`config.mk`:
```
export PLATFORM = sky130hd
export DESIGN_NAME = chipset_noc_traffic_gen_flat
export DESIGN_NICKNAME = d
export VERILOG_FILES = /design/src/rtl/chipset_noc_traffic_gen_if.sv /design/src/rtl/chipset_noc_traffic_gen.sv /design/src/flat_wrapper.sv
export SDC_FILE = /design/constraint.sdc
export NUM_CORES = 1
export LEC_CHECK = 0
export CAP_MARGIN = 20
export CORE_MARGIN = 2
export CORE_UTILIZATION = 40
export CTS_CLUSTER_SIZE = 12
export DETAILED_ROUTE_END_ITERATION = 8
export PLACE_DENSITY = 0.73
export SETUP_SLACK_MARGIN = 0.02
export SLEW_MARGIN = 25
export SYNTH_ARGS = -nofsm -noshare
export SYNTH_HDL_FRONTEND = slang
export SYNTH_SLANG_ARGS = --single-unit
```
`constraint.sdc`:
```
create_clock -name chipset_clk -period 3.4 [get_ports chipset_clk]
set_clock_uncertainty 0.2 [all_clocks]
set_input_delay 0.34 -clock chipset_clk [delete_from_list [all_inputs] [get_ports chipset_clk]]
set_output_delay 0.34 -clock chipset_clk [all_outputs]
set_load 0.005 [all_outputs]
```
`src/rtl/chipset_noc_traffic_gen_if.sv`:
```
`default_nettype none
// ============================================================================
// Module   : chipset_noc_traffic_gen_if
// Purpose  : Bundles the two NoC channels used by the traffic generator.
//            tx_* carries flits from the chipset toward the chip.
//            rx_* carries flits from the chip back to the chipset.
// Modports : master - generator side (drives tx_data/tx_val and rx_rdy)
//            slave  - chip/bench side (drives tx_rdy and rx_data/rx_val)
// Revision : 1.0 - initial release
// ============================================================================
interface chipset_noc_traffic_gen_if #(
  parameter int NOC_DATA_WIDTH = 64
);
  logic [NOC_DATA_WIDTH-1:0] tx_data;
  logic                      tx_val;
  logic                      tx_rdy;
  logic [NOC_DATA_WIDTH-1:0] rx_data;
  logic                      rx_val;
  logic                      rx_rdy;

  modport master (
    output tx_data, tx_val,
    input  tx_rdy,
    input  rx_data, rx_val,
    output rx_rdy
  );

  modport slave (
    input  tx_data, tx_val,
    output tx_rdy,
    output rx_data, rx_val,
    input  rx_rdy
  );
endinterface
`default_nettype wire

```
`src/rtl/chipset_noc_traffic_gen.sv`:
```
`default_nettype none
// ============================================================================
// Module   : chipset_noc_traffic_gen
// Purpose  : NoC traffic generator and response checker. Sends NUM_PKTS
//            packets (header + PAYLOAD_FLITS payload flits) on the tx
//            channel, parses returned packets on the rx channel and reports
//            counts, header errors, timeout and an overall pass flag.
// Ports    : chipset_clk    - clock
//            chipset_rst_n  - synchronous active-low reset
//            start          - run launch pulse (honoured in IDLE/DONE only)
//            noc            - tx/rx flit channels (master modport)
//            busy/done      - run in progress / run finished (held)
//            pass/timeout   - result flags, valid with done
//            sent_count, recv_count, err_count - 16-bit statistics
// Revision : 1.0 - initial release
// ============================================================================
module chipset_noc_traffic_gen #(
  parameter int          NOC_DATA_WIDTH  = 64,
  parameter int          NUM_PKTS        = 16,
  parameter int          PAYLOAD_FLITS   = 0,
  parameter int          GAP_CYCLES      = 0,
  parameter logic [7:0]  TX_MSG_TYPE     = 8'd18,
  parameter logic [7:0]  EXP_RX_MSG_TYPE = 8'd18,
  parameter logic [13:0] DEST_CHIPID     = 14'b10000000000000,
  parameter int          EXPECT_RESP     = 1,
  parameter int          TIMEOUT_CYCLES  = 1024
) (
  input  logic                      chipset_clk,
  input  logic                      chipset_rst_n,
  input  logic                      start,
  chipset_noc_traffic_gen_if.master noc,
  output logic                      busy,
  output logic                      done,
  output logic                      pass,
  output logic                      timeout,
  output logic [15:0]               sent_count,
  output logic [15:0]               recv_count,
  output logic [15:0]               err_count
);

  localparam logic [2:0] S_IDLE  = 3'd0;
  localparam logic [2:0] S_HDR   = 3'd1;
  localparam logic [2:0] S_PAY   = 3'd2;
  localparam logic [2:0] S_GAP   = 3'd3;
  localparam logic [2:0] S_DRAIN = 3'd4;
  localparam logic [2:0] S_DONE  = 3'd5;

  localparam logic [0:0] RX_HDR = 1'b0;
  localparam logic [0:0] RX_PAY = 1'b1;

  localparam logic [15:0] c_num_pkts = 16'(NUM_PKTS);
  localparam logic [15:0] c_last_pkt = 16'(NUM_PKTS - 1);
  localparam logic [7:0]  c_pay_len  = 8'(PAYLOAD_FLITS);
  localparam logic [7:0]  c_pay_last = 8'(PAYLOAD_FLITS - 1);
  localparam logic [7:0]  c_gap_last = 8'(GAP_CYCLES - 1);
  localparam logic [15:0] c_to_last  = 16'(TIMEOUT_CYCLES - 1);

  logic [2:0]  r_state;
  logic [0:0]  r_rx_state;
  logic [7:0]  r_pay_idx;
  logic [7:0]  r_gap_cnt;
  logic [7:0]  r_rx_left;
  logic [15:0] r_to_cnt;
  logic [15:0] r_sent;
  logic [15:0] r_recv;
  logic [15:0] r_err;
  logic        r_timeout;

  logic        w_busy;
  logic        w_tx_val;
  logic        w_tx_fire;
  logic        w_rx_fire;
  logic        w_rx_hdr;
  logic        w_rx_eop;
  logic        w_hdr_err;
  logic        w_tx_eop;
  logic        w_start;
  logic        w_drain_ok;
  logic        w_to_expire;
  logic [2:0]  w_after_pkt;
  logic [15:0] w_recv_next;
  logic [63:0] w_hdr64;
  logic [63:0] w_pay64;
  logic [7:0]  w_rx_len;
  logic [7:0]  w_rx_msg;
  logic [7:0]  w_rx_mshr;
  logic        w_unused_rx;

  // Status and handshake outputs are pure decodes of registered state, so
  // neither tx_rdy nor rx_val has a combinational path to an output.
  assign w_busy   = (r_state == S_HDR) || (r_state == S_PAY) ||
                    (r_state == S_GAP) || (r_state == S_DRAIN);
  assign w_tx_val = (r_state == S_HDR) || (r_state == S_PAY);

  assign w_tx_fire = w_tx_val & noc.tx_rdy;
  assign w_rx_fire = w_busy & noc.rx_val;
  assign w_start   = start & ((r_state == S_IDLE) || (r_state == S_DONE));

  // The current packet index is the sent count; it only advances on the
  // final handshake of a packet, which keeps tx_data stable while stalled.
  assign w_hdr64 = {DEST_CHIPID, 8'd0, 8'd0, 4'b0010, c_pay_len,
                    TX_MSG_TYPE, r_sent[7:0], 6'd0};
  assign w_pay64 = {32'd0, r_sent, 8'd0, r_pay_idx};

  always_comb begin
    noc.tx_data = '0;
    if (r_state == S_HDR) begin
      noc.tx_data = NOC_DATA_WIDTH'(w_hdr64);
    end else if (r_state == S_PAY) begin
      noc.tx_data = NOC_DATA_WIDTH'(w_pay64);
    end
  end

  assign noc.tx_val = w_tx_val;
  assign noc.rx_rdy = w_busy;

  assign w_tx_eop = w_tx_fire &&
                    (((r_state == S_HDR) && (PAYLOAD_FLITS == 0)) ||
                     ((r_state == S_PAY) && (r_pay_idx == c_pay_last)));

  always_comb begin
    w_after_pkt = S_DONE;
    if (r_sent != c_last_pkt) begin
      w_after_pkt = (GAP_CYCLES > 0) ? S_GAP : S_HDR;
    end else if (EXPECT_RESP != 0) begin
      w_after_pkt = S_DRAIN;
    end
  end

  // Header field extraction for the returning channel.
  assign w_rx_len  = noc.rx_data[29:22];
  assign w_rx_msg  = noc.rx_data[21:14];
  assign w_rx_mshr = noc.rx_data[13:6];
  assign w_unused_rx = ^{noc.rx_data[NOC_DATA_WIDTH-1:30], noc.rx_data[5:0]};

  assign w_rx_hdr = w_rx_fire && (r_rx_state == RX_HDR);
  assign w_rx_eop = (w_rx_hdr && (w_rx_len == 8'd0)) ||
                    (w_rx_fire && (r_rx_state == RX_PAY) && (r_rx_left == 8'd1));
  // Responses are expected in order, so the receive count is the expected
  // MSHR. Any header beyond NUM_PKTS is an error regardless of content.
  assign w_hdr_err = w_rx_hdr && ((w_rx_msg != EXP_RX_MSG_TYPE) ||
                                  (w_rx_mshr != r_recv[7:0]) ||
                                  (r_recv >= c_num_pkts));

  // DRAIN looks at the post-increment receive count so that done rises the
  // cycle after the final rx flit rather than one cycle later.
  assign w_recv_next = r_recv + (w_rx_eop ? 16'd1 : 16'd0);
  assign w_drain_ok  = (w_recv_next >= c_num_pkts);
  assign w_to_expire = (r_state == S_DRAIN) && !w_rx_fire && (r_to_cnt == c_to_last);

  always_ff @(posedge chipset_clk) begin
    if (!chipset_rst_n) begin
      r_state    <= S_IDLE;
      r_rx_state <= RX_HDR;
      r_pay_idx  <= 8'd0;
      r_gap_cnt  <= 8'd0;
      r_rx_left  <= 8'd0;
      r_to_cnt   <= 16'd0;
      r_sent     <= 16'd0;
      r_recv     <= 16'd0;
      r_err      <= 16'd0;
      r_timeout  <= 1'b0;
    end else begin
      case (r_state)
        S_IDLE, S_DONE: begin
          if (w_start) begin
            r_state    <= S_HDR;
            r_rx_state <= RX_HDR;
            r_pay_idx  <= 8'd0;
            r_gap_cnt  <= 8'd0;
            r_rx_left  <= 8'd0;
            r_to_cnt   <= 16'd0;
            r_sent     <= 16'd0;
            r_recv     <= 16'd0;
            r_err      <= 16'd0;
            r_timeout  <= 1'b0;
          end
        end
        S_HDR, S_PAY: begin
          if (w_tx_eop) begin
            r_sent    <= r_sent + 16'd1;
            r_state   <= w_after_pkt;
            r_gap_cnt <= 8'd0;
          end else if (w_tx_fire) begin
            r_state   <= S_PAY;
            r_pay_idx <= (r_state == S_HDR) ? 8'd0 : r_pay_idx + 8'd1;
          end
        end
        S_GAP: begin
          if (r_gap_cnt == c_gap_last) begin
            r_state   <= S_HDR;
            r_pay_idx <= 8'd0;
          end else begin
            r_gap_cnt <= r_gap_cnt + 8'd1;
          end
        end
        S_DRAIN: begin
          if (w_drain_ok) begin
            r_state <= S_DONE;
          end else if (w_to_expire) begin
            r_state   <= S_DONE;
            r_timeout <= 1'b1;
          end
        end
        default: r_state <= S_IDLE;
      endcase

      // Receive side only runs while busy, so it never collides with the
      // counter clear performed by an accepted start.
      if (w_rx_fire) begin
        r_to_cnt <= 16'd0;
      end else if (r_state == S_DRAIN) begin
        r_to_cnt <= r_to_cnt + 16'd1;
      end

      if (w_rx_hdr && (w_rx_len != 8'd0)) begin
        r_rx_state <= RX_PAY;
        r_rx_left  <= w_rx_len;
      end else if (w_rx_fire && (r_rx_state == RX_PAY)) begin
        r_rx_left <= r_rx_left - 8'd1;
        if (r_rx_left == 8'd1) begin
          r_rx_state <= RX_HDR;
        end
      end

      if (w_rx_eop) begin
        r_recv <= w_recv_next;
      end

      if (w_hdr_err && (r_err != 16'hFFFF)) begin
        r_err <= r_err + 16'd1;
      end
    end
  end

  assign busy       = w_busy;
  assign done       = (r_state == S_DONE);
  assign timeout    = r_timeout;
  assign sent_count = r_sent;
  assign recv_count = r_recv;
  assign err_count  = r_err;
  assign pass       = done && !r_timeout && (r_err == 16'd0) &&
                      ((r_recv == c_num_pkts) || (EXPECT_RESP == 0));

endmodule
`default_nettype wire

```
`src/flat_wrapper.sv`:
```
// flat-port wrapper written by rule: the top's interface ports become plain ports
module chipset_noc_traffic_gen_flat 
#(
  parameter int          NOC_DATA_WIDTH  = 64,
  parameter int          NUM_PKTS        = 16,
  parameter int          PAYLOAD_FLITS   = 0,
  parameter int          GAP_CYCLES      = 0,
  parameter logic [7:0]  TX_MSG_TYPE     = 8'd18,
  parameter logic [7:0]  EXP_RX_MSG_TYPE = 8'd18,
  parameter logic [13:0] DEST_CHIPID     = 14'b10000000000000,
  parameter int          EXPECT_RESP     = 1,
  parameter int          TIMEOUT_CYCLES  = 1024
)
  (chipset_clk, chipset_rst_n, start, busy, done, pass, timeout, sent_count, recv_count, err_count, noc_tx_data, noc_tx_val, noc_tx_rdy, noc_rx_data, noc_rx_val, noc_rx_rdy);
  chipset_noc_traffic_gen_if #(.NOC_DATA_WIDTH(NOC_DATA_WIDTH)) noc_i ();
  input  logic chipset_clk;
  input  logic chipset_rst_n;
  input  logic start;
  output logic busy;
  output logic done;
  output logic pass;
  output logic timeout;
  output logic [15:0] sent_count;
  output logic [15:0] recv_count;
  output logic [15:0] err_count;
  output wire logic [$bits(noc_i.tx_data)-1:0] noc_tx_data;
  output wire logic [$bits(noc_i.tx_val)-1:0] noc_tx_val;
  input wire logic [$bits(noc_i.tx_rdy)-1:0] noc_tx_rdy;
  input wire logic [$bits(noc_i.rx_data)-1:0] noc_rx_data;
  input wire logic [$bits(noc_i.rx_val)-1:0] noc_rx_val;
  output wire logic [$bits(noc_i.rx_rdy)-1:0] noc_rx_rdy;
  assign noc_tx_data = noc_i.tx_data;
  assign noc_tx_val = noc_i.tx_val;
  assign noc_i.tx_rdy = noc_tx_rdy;
  assign noc_i.rx_data = noc_rx_data;
  assign noc_i.rx_val = noc_rx_val;
  assign noc_rx_rdy = noc_i.rx_rdy;
  chipset_noc_traffic_gen #(.NOC_DATA_WIDTH(NOC_DATA_WIDTH), .NUM_PKTS(NUM_PKTS), .PAYLOAD_FLITS(PAYLOAD_FLITS), .GAP_CYCLES(GAP_CYCLES), .TX_MSG_TYPE(TX_MSG_TYPE), .EXP_RX_MSG_TYPE(EXP_RX_MSG_TYPE), .DEST_CHIPID(DEST_CHIPID), .EXPECT_RESP(EXPECT_RESP), .TIMEOUT_CYCLES(TIMEOUT_CYCLES)) u_core (.chipset_clk(chipset_clk), .chipset_rst_n(chipset_rst_n), .start(start), .noc(noc_i), .busy(busy), .done(done), .pass(pass), .timeout(timeout), .sent_count(sent_count), .recv_count(recv_count), .err_count(err_count));
endmodule
```
# == Word-level counts from Yosys, hierarchy flattened ==
# Index checks and enable logic that the tools add are counted.
# Widths: inputs -> output; s select.
# totals
reg_bits,93
input_bits,69
out_inout_bits,118
wordCells,137
# classes
addsub,7
order_cmp,2
n_eq_ne,24
muxes,39
bitwise_logic,5
n_reduce_logical,50
# ops
cell,count
$mux 16,6
$mux 8,10
$mux 64,1
$add 16x1->16 const B,3
$pmux 8 s3,2
$ge 16x5->1 const B,2
$mux 32,1
$pmux 16 s2,1
$mux 3,7
$add 16x16->16,1
$add 8x1->8 const B,2
$eq 16x10->1 const B,1
$eq 16x5->1 const B,1
$eq 8x8->1 const B,2
$logic_not 16->1,1
$ne 16x16->1 const B,1
$ne 16x4->1 const B,1
$logic_and 1x1->1,14
$reduce_bool 2->1,7
$pmux 3 s4,1
$reduce_and 4->1,3
$mux 1,9
$reduce_bool 3->1,3
$eq 8x1->1 const B,1
21 further kinds,46

# == Longest topological paths before layout ==
# Gate-level depths: netlist of run 1.
# depth
word_depth,13
depth_mapped,15
depth_no_buf,12

# == Worst setup path after synthesis of run 1 ==
# No wires, ideal clock.
# synth_path
kind,flip-flop to flip-flop
start,reg u_core.r_rx_left[3]
end,reg u_core.r_state[0]
setup_time_ns,0.128
arrival_ns,3.015
required_ns,3.072
setup_slack_ns,0.057
path_stages_with_launch,14
period_less_slack_ns,3.343
path_cell_list,dfxtp_1 > nor4_1 > nand3_1 > o22a_1 > buf_2 > inv_1 > buf_2 > ha_1 > nand4_1 > or4_1 > mux2i_1 > a211oi_1 > a31oi_1 > mux2i_1
# synth_via
elab_chain_cells,8
# synth_lines
element,line_no,rtl
start: declaration,chipset_noc_traffic_gen.sv:62,logic [7:0] r_rx_left;
start signal: assignment,chipset_noc_traffic_gen.sv:218,r_rx_left <= w_rx_len;
start signal: assignment,chipset_noc_traffic_gen.sv:220,r_rx_left <= r_rx_left - 8'd1;
$eq 8x1->1 (*),chipset_noc_traffic_gen.sv:138,(w_rx_fire && (r_rx_state == RX_PAY) && (r_rx_left == 8'd1));
$logic_and 1x1->1 (*),chipset_noc_traffic_gen.sv:138,
$logic_or 1x1->1 (*),chipset_noc_traffic_gen.sv:137,assign w_rx_eop = (w_rx_hdr && (w_rx_len == 8'd0)) ||
$mux 1 (*),chipset_noc_traffic_gen.sv:147,assign w_recv_next = r_recv + (w_rx_eop ? 16'd1 : 16'd0);
$add 16x16->16 (*),chipset_noc_traffic_gen.sv:147,
$ge 16x5->1 (*),chipset_noc_traffic_gen.sv:148,assign w_drain_ok = (w_recv_next >= c_num_pkts);
$ne 3x1->1 (no line) or $mux 3 (tied branches),--,
$reduce_and 4->1 (no line) or $pmux 3 s4 (tied branches),--,
end signal: assignment,chipset_noc_traffic_gen.sv:182,r_state <= w_after_pkt;
end: declaration,chipset_noc_traffic_gen.sv:58,logic [2:0] r_state;
# Mark *: on every way between the ends. The rest lies on a longest branch, timed or not.
# A chain may end at the register's enable or synchronous reset.

# == Worst setup path in the final report of run 1 ==
# layout_path
start,in noc_rx_data[23]
end,reg u_core.r_state[2]
# layout_via
elab_chain_cells,8
# layout_lines
element,line_no,rtl
start: declaration,flat_wrapper.sv:29,input wire logic [$bits(noc_i.rx_data)-1:0] noc_rx_data;
$logic_not 8->1 (*),chipset_noc_traffic_gen.sv:137,
$logic_and 1x1->1 (*),chipset_noc_traffic_gen.sv:137,
$logic_or 1x1->1 (*),chipset_noc_traffic_gen.sv:137,
$mux 1 (*),chipset_noc_traffic_gen.sv:147,
$add 16x16->16 (*),chipset_noc_traffic_gen.sv:147,
$ge 16x5->1 (*),chipset_noc_traffic_gen.sv:148,
$ne 3x1->1 (no line) or $mux 3 (tied branches),--,
$reduce_and 4->1 (no line) or $pmux 3 s4 (tied branches),--,
# Marks and branches as above.

==> metrics, run 1 <==
Clk pin slew, worst setup/hold paths=70 ps; Crit path required time=3480 ps; P_leak=2.696 nW; Comb power frac=33.9%; CP peak stage delay=550 ps; worst relative slew slack=43.27%; DRC=0; Setup WS post-layout=231.6 ps; # diodes=0; type of the worst setup path=in2reg; largest cells by area after synthesis=dfxtp_1 32%, nor2_1 5.0%, buf_4 4.7%; Root Buffer=clkbuf_16; r2r worst-path depth=11; Sw Ratio=34.91%; row count=44; Syn-to-layout area delta=26.81%; initial antenna violation count=0; crit-path cells=clkdlybuf4s50_1 > nor4_2 > nand2_1 > o22a_1 > inv_1 > ha_1 > nand4_1 > or4_1 > mux2i_1 > a211oi_2 > a31oi_1 > mux2i_1; TritonCTS Buffers=9; Nets=945; Clock Path Buffers=2; Clk pwr share=29.5%; final wirelength=14.93 mm; Final Util=51.71%; status=finished clean; TritonRoute pass-1 iters=4; DR vias=5,697; buffers added on ports=114; grt ovf=0; fin crit period=3168 ps; Final setup viols=0; post-DR wirelength/cell=14.17 um; RD Place Congestion=0.9156; H-tree levels=3; Reg power frac=36.6%; CP Data Arrival Time=3250 ps; via/cell ratio=5.405; # fillers=1,425; fin. max-slew vios=0; final setup TNS=0 ps; largest net degree at the start of global routing=24; Post-CTS Resized=0; Final Power=3.442 mW; cts hold-fix bufs=0; Synth area leader=dfxtp_1; Yosys cell types=71; number of global-route vias before repair=5,193; slowest CP cell=or4_1; final hold slack=290.7 ps; Seq/Total Area, Yosys=31.53%; top-area cell type share of the netlist area=31.53%; Ys Warns=0; internal power consumption=2.240 mW; power per cell area=459.7 nW/um^2; #FFs+latches synth=93; die area=15,750 um^2; CTS tree=yes; Critical Path Fanout Max=3; RSZ-0062 raised after global routing=no; Place WS=-192.9 ps; Avg Cell Area, Syn=7.831 um^2; Post-synth EDFFs=0; die width=125.5 um; Most common cell on crit path=mux2i_1; Post-CTS Setup Bufs=0; f_max=315.6 MHz; Async SR Flop Fraction=0%; nature of the critical path endpoint=register; crit share post-route=93.19%; hold depth=2; max_cap viols=0; CTS sink count=93; synth cell count leaders=93 x dfxtp_1, 79 x nor2_1, 67 x nand2_1, 47 x nand3_1, 42 x a21oi_1; number of I/O pins=187; DIE HEIGHT=125.5 um; Initial Util=40.78%; count leader, synth=dfxtp_1; fraction of layout cells with a size suffix above 1=7.816%; CP Launch Type=primary input; CORE AREA=14,480 um^2; actual slew at the worst max-slew pin=850.9 ps; endpoints failing hold=0; ys flop type=dfxtp_1; Psw=1.202 mW; Starting DRT DRC Count=434; first-pass GRT wire length=25.12 mm; clock latency on the worst-skew pair=340 ps; post-route ant nets=0; min-delay worst type=reg2reg; DP HPWL=10.79 mm; Mapped Cells=754; all-layer global routing usage=19.04%; mapped cell area=5904 um^2; VDD IR max=0.3919 mV
## worst max-delay path: cells and delay by family
kind,cells,cell delay [ps]
buffers and inverters,2,600
AOI/OAI and AO/OA,3,530
and+or+nand+nor,4,1140
adders and majority gates,1,180
muxes,2,450
## metal layers
metal	wire, um	vias to the layer above	track usage (%)	part of all wire (%)
met4	178	0	5.817	1.2
met2	7003	133	29.76	47
met5	0	-	0	0
met3	762	12	5.220	5.1
met1	6987	2681	25.63	47
li1	-	2871	-	-
## registers in the layout (all words and copies together), names as in the netlist
signal	count
u_core.r_state	3
u_core.r_rx_state	1
u_core.sent_count	16
u_core.recv_count	16
u_core.r_gap_cnt	8
u_core.timeout	1
u_core.r_pay_idx	8
u_core.err_count	16
u_core.r_to_cnt	16
u_core.r_rx_left	8
## final timing paths
path                                     from  slack (ps)                          endpoint
min reg2reg  u_core.r_pay_idx[1]$_SDFFE_PN0P_         290  u_core.r_pay_idx[1]$_SDFFE_PN0P_
max                           noc_rx_data[23]         230    u_core.r_state[2]$_SDFFE_PN0P_
max reg2reg  u_core.r_rx_left[3]$_SDFFE_PN0P_         280    u_core.r_state[2]$_SDFFE_PN0P_
min          u_core.r_pay_idx[1]$_SDFFE_PN0P_         290  u_core.r_pay_idx[1]$_SDFFE_PN0P_
## cells in the final DEF (no fill, tap or decap), types with 4 or more instances in the layout
| cell | instances |
|---|---|
| a211oi_1 | 5 |
| a21oi_1 | 42 |
| a22o_1 | 4 |
| a31oi_1 | 11 |
| and2_1 | 36 |
| and3_1 | 17 |
| and4_1 | 6 |
| buf_4 | 29 |
| clkbuf_16 | 9 |
| clkdlybuf4s50_1 | 114 |
| conb_1 | 32 |
| dfxtp_1 | 93 |
| ha_1 | 11 |
| inv_1 | 9 |
| mux2_2 | 6 |
| mux2i_1 | 6 |
| nand2_1 | 67 |
| nand2b_1 | 6 |
| nand3_1 | 47 |
| nand4_1 | 18 |
| nand4b_1 | 5 |
| nor2_1 | 79 |
| nor2b_1 | 8 |
| nor3_1 | 18 |
| nor4_1 | 18 |
| nor4b_1 | 6 |
| o211ai_1 | 4 |
| o21ai_0 | 23 |
| o22ai_1 | 5 |
| o311a_1 | 4 |
| or3_1 | 15 |
| or4_1 | 7 |
| xnor2_1 | 27 |
| xor2_1 | 21 |
## power groups by stage
stage / clock, mW / combinational [mW] / sequential [mW]
after floorplan: 0 / 0.838 / 1.25
after global placement: 0 / 1.14 / 1.28
after detailed placement: 0 / 1.16 / 1.28
after CTS: 1.05 / 1.16 / 1.26
after global routing: 1.10 / 1.31 / 1.27
final: 1.01 / 1.17 / 1.26
## layout make-up
type	instances	area, um^2	share of cell area [%]
multi-input combinational	608	3696	49.36
sequential	93	1862	24.87
timing repair buffer	143	1359	18.15
clock buffer	11	242.7	3.242
tap	184	230.2	3.075
clock inverter	5	60.06	0.8021
inverter	10	37.54	0.5013
## cell families (layout without fill, tap and decap cells)
family / after synthesis / after routing / synth area share, %
AOI/OAI and AO/OA: 131 / 131 / 14.54
xor gates and xnor gates: 48 / 48 / 7.120
adders and majority gates: 12 / 12 / 2.501
buffers and inverters: 84 / 169 / 8.243
DFF: 93 / 93 / 31.53
muxes: 12 / 12 / 2.161
other: 1 / 32 / 0.06351
and+or+nand+nor: 373 / 373 / 33.84
## through the flow
stage,area [um^2],std cells
after global placement,7161,1038
after CTS,7463,1054
after global routing,7487,1054
after floorplan,6021,785
final,7487,1054
after detailed placement,7161,1038
Note: power is estimated with default switching activity, not from simulation.
==> inputs of run 2 (changes only) <==
--- a/config.mk
+++ b/config.mk
@@ -5,6 +5,7 @@
 export SDC_FILE = /design/constraint.sdc
 export NUM_CORES = 1
 export LEC_CHECK = 0
+export ABC_AREA = 1
 export CAP_MARGIN = 20
 export CORE_MARGIN = 2
 export CORE_UTILIZATION = 40
==> metrics, run 2 <==
status=finished clean (unchanged); clock latency on the worst-skew pair=350 ps (was 340 ps); Psw=1.568 mW (was 1.202 mW); via/cell ratio=5.091 (was 5.405); # diodes=0 (unchanged); Syn-to-layout area delta=26.66% (was 26.81%); Clk pwr share=26.8% (was 29.5%); multiplexer area fraction after synthesis=0% (was 2.161%); DR vias=6,379 (was 5,697); TritonRoute pass-1 iters=5 (was 4); adder-cell share of the synthesized area=2.265% (was 2.501%); H-tree levels=3 (unchanged); CP Data Arrival Time=3120 ps (was 3250 ps); cts hold-fix bufs=0 (unchanged); ys flop type=dfxtp_1 (unchanged); Clock Path Buffers=2 (unchanged); Starting DRT DRC Count=407 (was 434); number of global-route vias before repair=5,752 (was 5,193); Yosys cell types=45 (was 71); Reg power frac=32.9% (was 36.6%); nature of the critical path endpoint=register (unchanged); reg-to-reg slack, setup=330 ps (was 280 ps); #FFs+latches synth=93 (unchanged); CORE AREA=15,030 um^2 (was 14,480 um^2); Final Util=51.20% (was 51.71%); DIE HEIGHT=127.3 um (was 125.5 um); largest cells by area after synthesis=dfxtp_1 31%, nand2_1 12%, nor2_1 8.2% (was dfxtp_1 32%, nor2_1 5.0%, buf_4 4.7%); fin. max-slew vios=0 (unchanged); all-layer global routing usage=19.79% (was 19.04%); Mapped Cells=940 (was 754); Synth Area in Simple Gates=37.49% (was 33.84%); Final setup viols=0 (unchanged); slowest CP cell=dfxtp_2 (was or4_1); hold depth=2 (unchanged); Root Buffer=clkbuf_16 (unchanged); power per cell area=504.8 nW/um^2 (was 459.7 nW/um^2); CP delay by family, top=simple AND/OR/NAND/NOR gates (unchanged); Initial Util=40.42% (was 40.78%); Comb power frac=40.3% (was 33.9%); CP Launch Type=register (was primary input); most common cell after layout, fill and taps aside=nand2_1 (was clkdlybuf4s50_1); min-delay worst type=reg2reg (unchanged); Worst R2R End=u_core.r_state[0]$_SDFFE_PN0P_ (was u_core.r_state[2]$_SDFFE_PN0P_); row count=45 (was 44); final wirelength=15.74 mm (was 14.93 mm); VDD IR max=0.2615 mV (was 0.3919 mV); worst hold endpoint=u_core.r_to_cnt[15]$_SDFFE_PP0P_ (was u_core.r_pay_idx[1]$_SDFFE_PN0P_); first-pass GRT wire length=26.65 mm (was 25.12 mm); RD Place Congestion=0.8859 (was 0.9156); Post-synth EDFFs=0 (unchanged); initial antenna violation count=0 (unchanged); Most common cell on crit path=nand2_1 (was mux2i_1); DRC=0 (unchanged); XOR/XNOR share of the synthesized area=4.468% (was 7.120%); top-area cell type share of the netlist area=30.64% (was 31.53%); grt ovf=0 (unchanged); fin crit period=3067 ps (was 3168 ps); FF-to-FF Start=u_core.r_state[0]$_SDFFE_PN0P_ (was u_core.r_rx_left[3]$_SDFFE_PN0P_); post-route ant nets=0 (unchanged); Clk pin slew, worst setup/hold paths=70 ps (about the same); Critical Path Fanout Max=6 (was 3); number of I/O pins=187 (unchanged); synth cell count leaders=189 x nand2_1, 132 x nor2_1, 111 x inv_1, 93 x dfxtp_1, 80 x nand3_1 (was 93 x dfxtp_1, 79 x nor2_1, 67 x nand2_1, 47 x nand3_1, 42 x a21oi_1); Async SR Flop Fraction=0% (unchanged); mapped cell area=6077 um^2 (was 5904 um^2); TritonCTS Buffers=9 (unchanged); final setup TNS=0 ps (unchanged); type of the worst setup path=reg2reg (was in2reg); r2r worst-path depth=23 (was 11); Synth Area in Compound Gates=11.94% (was 14.54%); CTS sink count=93 (unchanged); crit-path cells=nand2_1 > nor2_2 > nor2_2 > nand2_2 > nand2_4 > inv_2 > nand2_2 > o21ai_4 > ha_4 > nand2_1 > nor2_1 > buf_4 > nand3_1 > nand2_1 > nand2_1 > nor2_1 > nand2_1 > nor2_2 > nand3_1 > nand2_2 > nand2_1 > nand2_1 > nor2_1 (was clkdlybuf4s50_1 > nor4_2 > nand2_1 > o22a_1 > inv_1 > ha_1 > nand4_1 > or4_1 > mux2i_1 > a211oi_2 > a31oi_1 > mux2i_1); buffers added on ports=114 (unchanged); worst relative slew slack=47.85% (was 43.27%); Nets=1,140 (was 945); post-DR wirelength/cell=12.56 um (was 14.17 um); Avg Cell Area, Syn=6.465 um^2 (was 7.831 um^2); Seq/Total Area, Yosys=30.64% (was 31.53%); Synth area leader=dfxtp_1 (unchanged); fraction of layout cells with a size suffix above 1=8.169% (was 7.816%); DP HPWL=11.52 mm (was 10.79 mm); Crit path required time=3450 ps (was 3480 ps); hold wc startpoint=u_core.r_to_cnt[15]$_SDFFE_PP0P_ (was u_core.r_pay_idx[1]$_SDFFE_PN0P_); count leader, synth=nand2_1 (was dfxtp_1); Sw Ratio=40.34% (was 34.91%); P_leak=2.881 nW (was 2.696 nW); CTS tree=yes (unchanged); die area=16,200 um^2 (was 15,750 um^2); RSZ-0062 raised after global routing=no (unchanged); actual slew at the worst max-slew pin=777.0 ps (was 850.9 ps); largest net degree at the start of global routing=46 (was 24); max_cap viols=0 (unchanged); crit share post-route=90.22% (was 93.19%); WP buf/inv=2 (unchanged); most frequent cells in the layout=188 x nand2_1, 130 x nor2_1, 114 x clkdlybuf4s50_1 (was 114 x clkdlybuf4s50_1, 93 x dfxtp_1, 79 x nor2_1); Ys Warns=0 (unchanged); f_max=326.0 MHz (was 315.6 MHz); CP peak stage delay=390 ps (was 550 ps); die width=127.3 um (was 125.5 um); combinational family with the most area after synthesis=simple AND/OR/NAND/NOR gates (unchanged); internal power consumption=2.318 mW (was 2.240 mW); endpoints failing hold=0 (unchanged)
[run 2: cell count changes after synthesis, moves of 16 or more]
cell | previous run | this run
nand2_1 | 67 | 189
and3_1 | 17 | 1
and2_1 | 36 | 0
xnor2_1 | 27 | 10
a21oi_1 | 42 | 66
inv_1 | 9 | 111
nor4_1 | 20 | 2
nand3_1 | 47 | 80
nor2_1 | 79 | 132
[run 2: cell type report]
cell class	count	area, um^2
Sequential cell	93	1864
Timing Repair Buffer	135	1299
Clock buffer	10	239.0
Multi-Input combinational cell	707	3571
Inverter	114	427.9
Tap cell	188	235.2
Fill cell	1485	7336
Clock inverter	6	61.31
[run 2: worst max-delay path by stage]
stage | start | end | depth (start not counted)
after floorplan | u_core.r_state[2]$_SDFFE_PN0P_ | u_core.r_state[0]$_SDFFE_PN0P_ | 25
after global routing | u_core.r_state[1]$_SDFFE_PN0P_ | u_core.r_state[0]$_SDFFE_PN0P_ | 24
final | u_core.r_state[0]$_SDFFE_PN0P_ | u_core.r_state[0]$_SDFFE_PN0P_ | 23
after CTS | u_core.r_state[1]$_SDFFE_PN0P_ | u_core.r_state[0]$_SDFFE_PN0P_ | 24
after global placement | noc_rx_data[25] | u_core.r_state[2]$_SDFFE_PN0P_ | 21
after detailed placement | noc_rx_data[25] | u_core.r_state[0]$_SDFFE_PN0P_ | 21
[run 2: timing repair]
| action | CTS | global route |
|---|---|---|
| setup buffers | 0 | 1 |
| endpoints found under the hold margin | 0 | 0 |
| endpoints found under the setup margin | 0 | 3 |
| gates resized for setup | 0 | 13 |
[run 2: logic make-up after synthesis]
logic type	count (synthesis)
compound gates	129
xor+xnor	31
fa+ha+maj	11
buf+inv	171
flops	93
other cells	1
simple gates	504
[run 2: power groups by stage]
stage	Sequential, mW	Clock, mW	Combinational [mW]
after floorplan	1.27	0	1.10
after global placement	1.29	0	1.52
after detailed placement	1.29	0	1.54
after CTS	1.27	1.06	1.55
after global routing	1.29	1.11	1.75
final	1.28	1.04	1.57
[run 2: metrics by stage]
stage	setup slack [ps]	cells	hold slack [ps]	power, mW	instance area, um^2
after floorplan	98.94	971	237.6	2.370	6193
after global placement	105.4	1236	247.9	2.810	7350
after detailed placement	93.25	1236	255.7	2.831	7350
after CTS	97.49	1252	265.3	3.875	7650
after global routing	54.47	1253	276.6	4.157	7697
final	332.6	1253	259.9	3.886	7697
[run 2: routing by layer]
metal	GRT usage, %	vias up	share of wire, %
li1	-	3254	-
met5	0	-	0
met1	27.01	2889	47
met3	2.889	31	5.6
met2	31.87	205	46
met4	7.240	0	1.9
[run 2: worst reg2reg max path, stage by stage (launching register included)]
cell and delay [ps]:
dfxtp_2 390, nand2_1 90, nor2_2 120, nor2_2 60, nand2_2 90, nand2_4 90
inv_2 80, nand2_2 80, o21ai_4 240, ha_4 170, nand2_1 60, nor2_1 110
buf_4 150, nand3_1 120, nand2_1 100, nand2_1 70, nor2_1 140, nand2_1 80
nor2_2 130, nand3_1 110, nand2_2 130, nand2_1 60, nand2_1 50, nor2_1 40
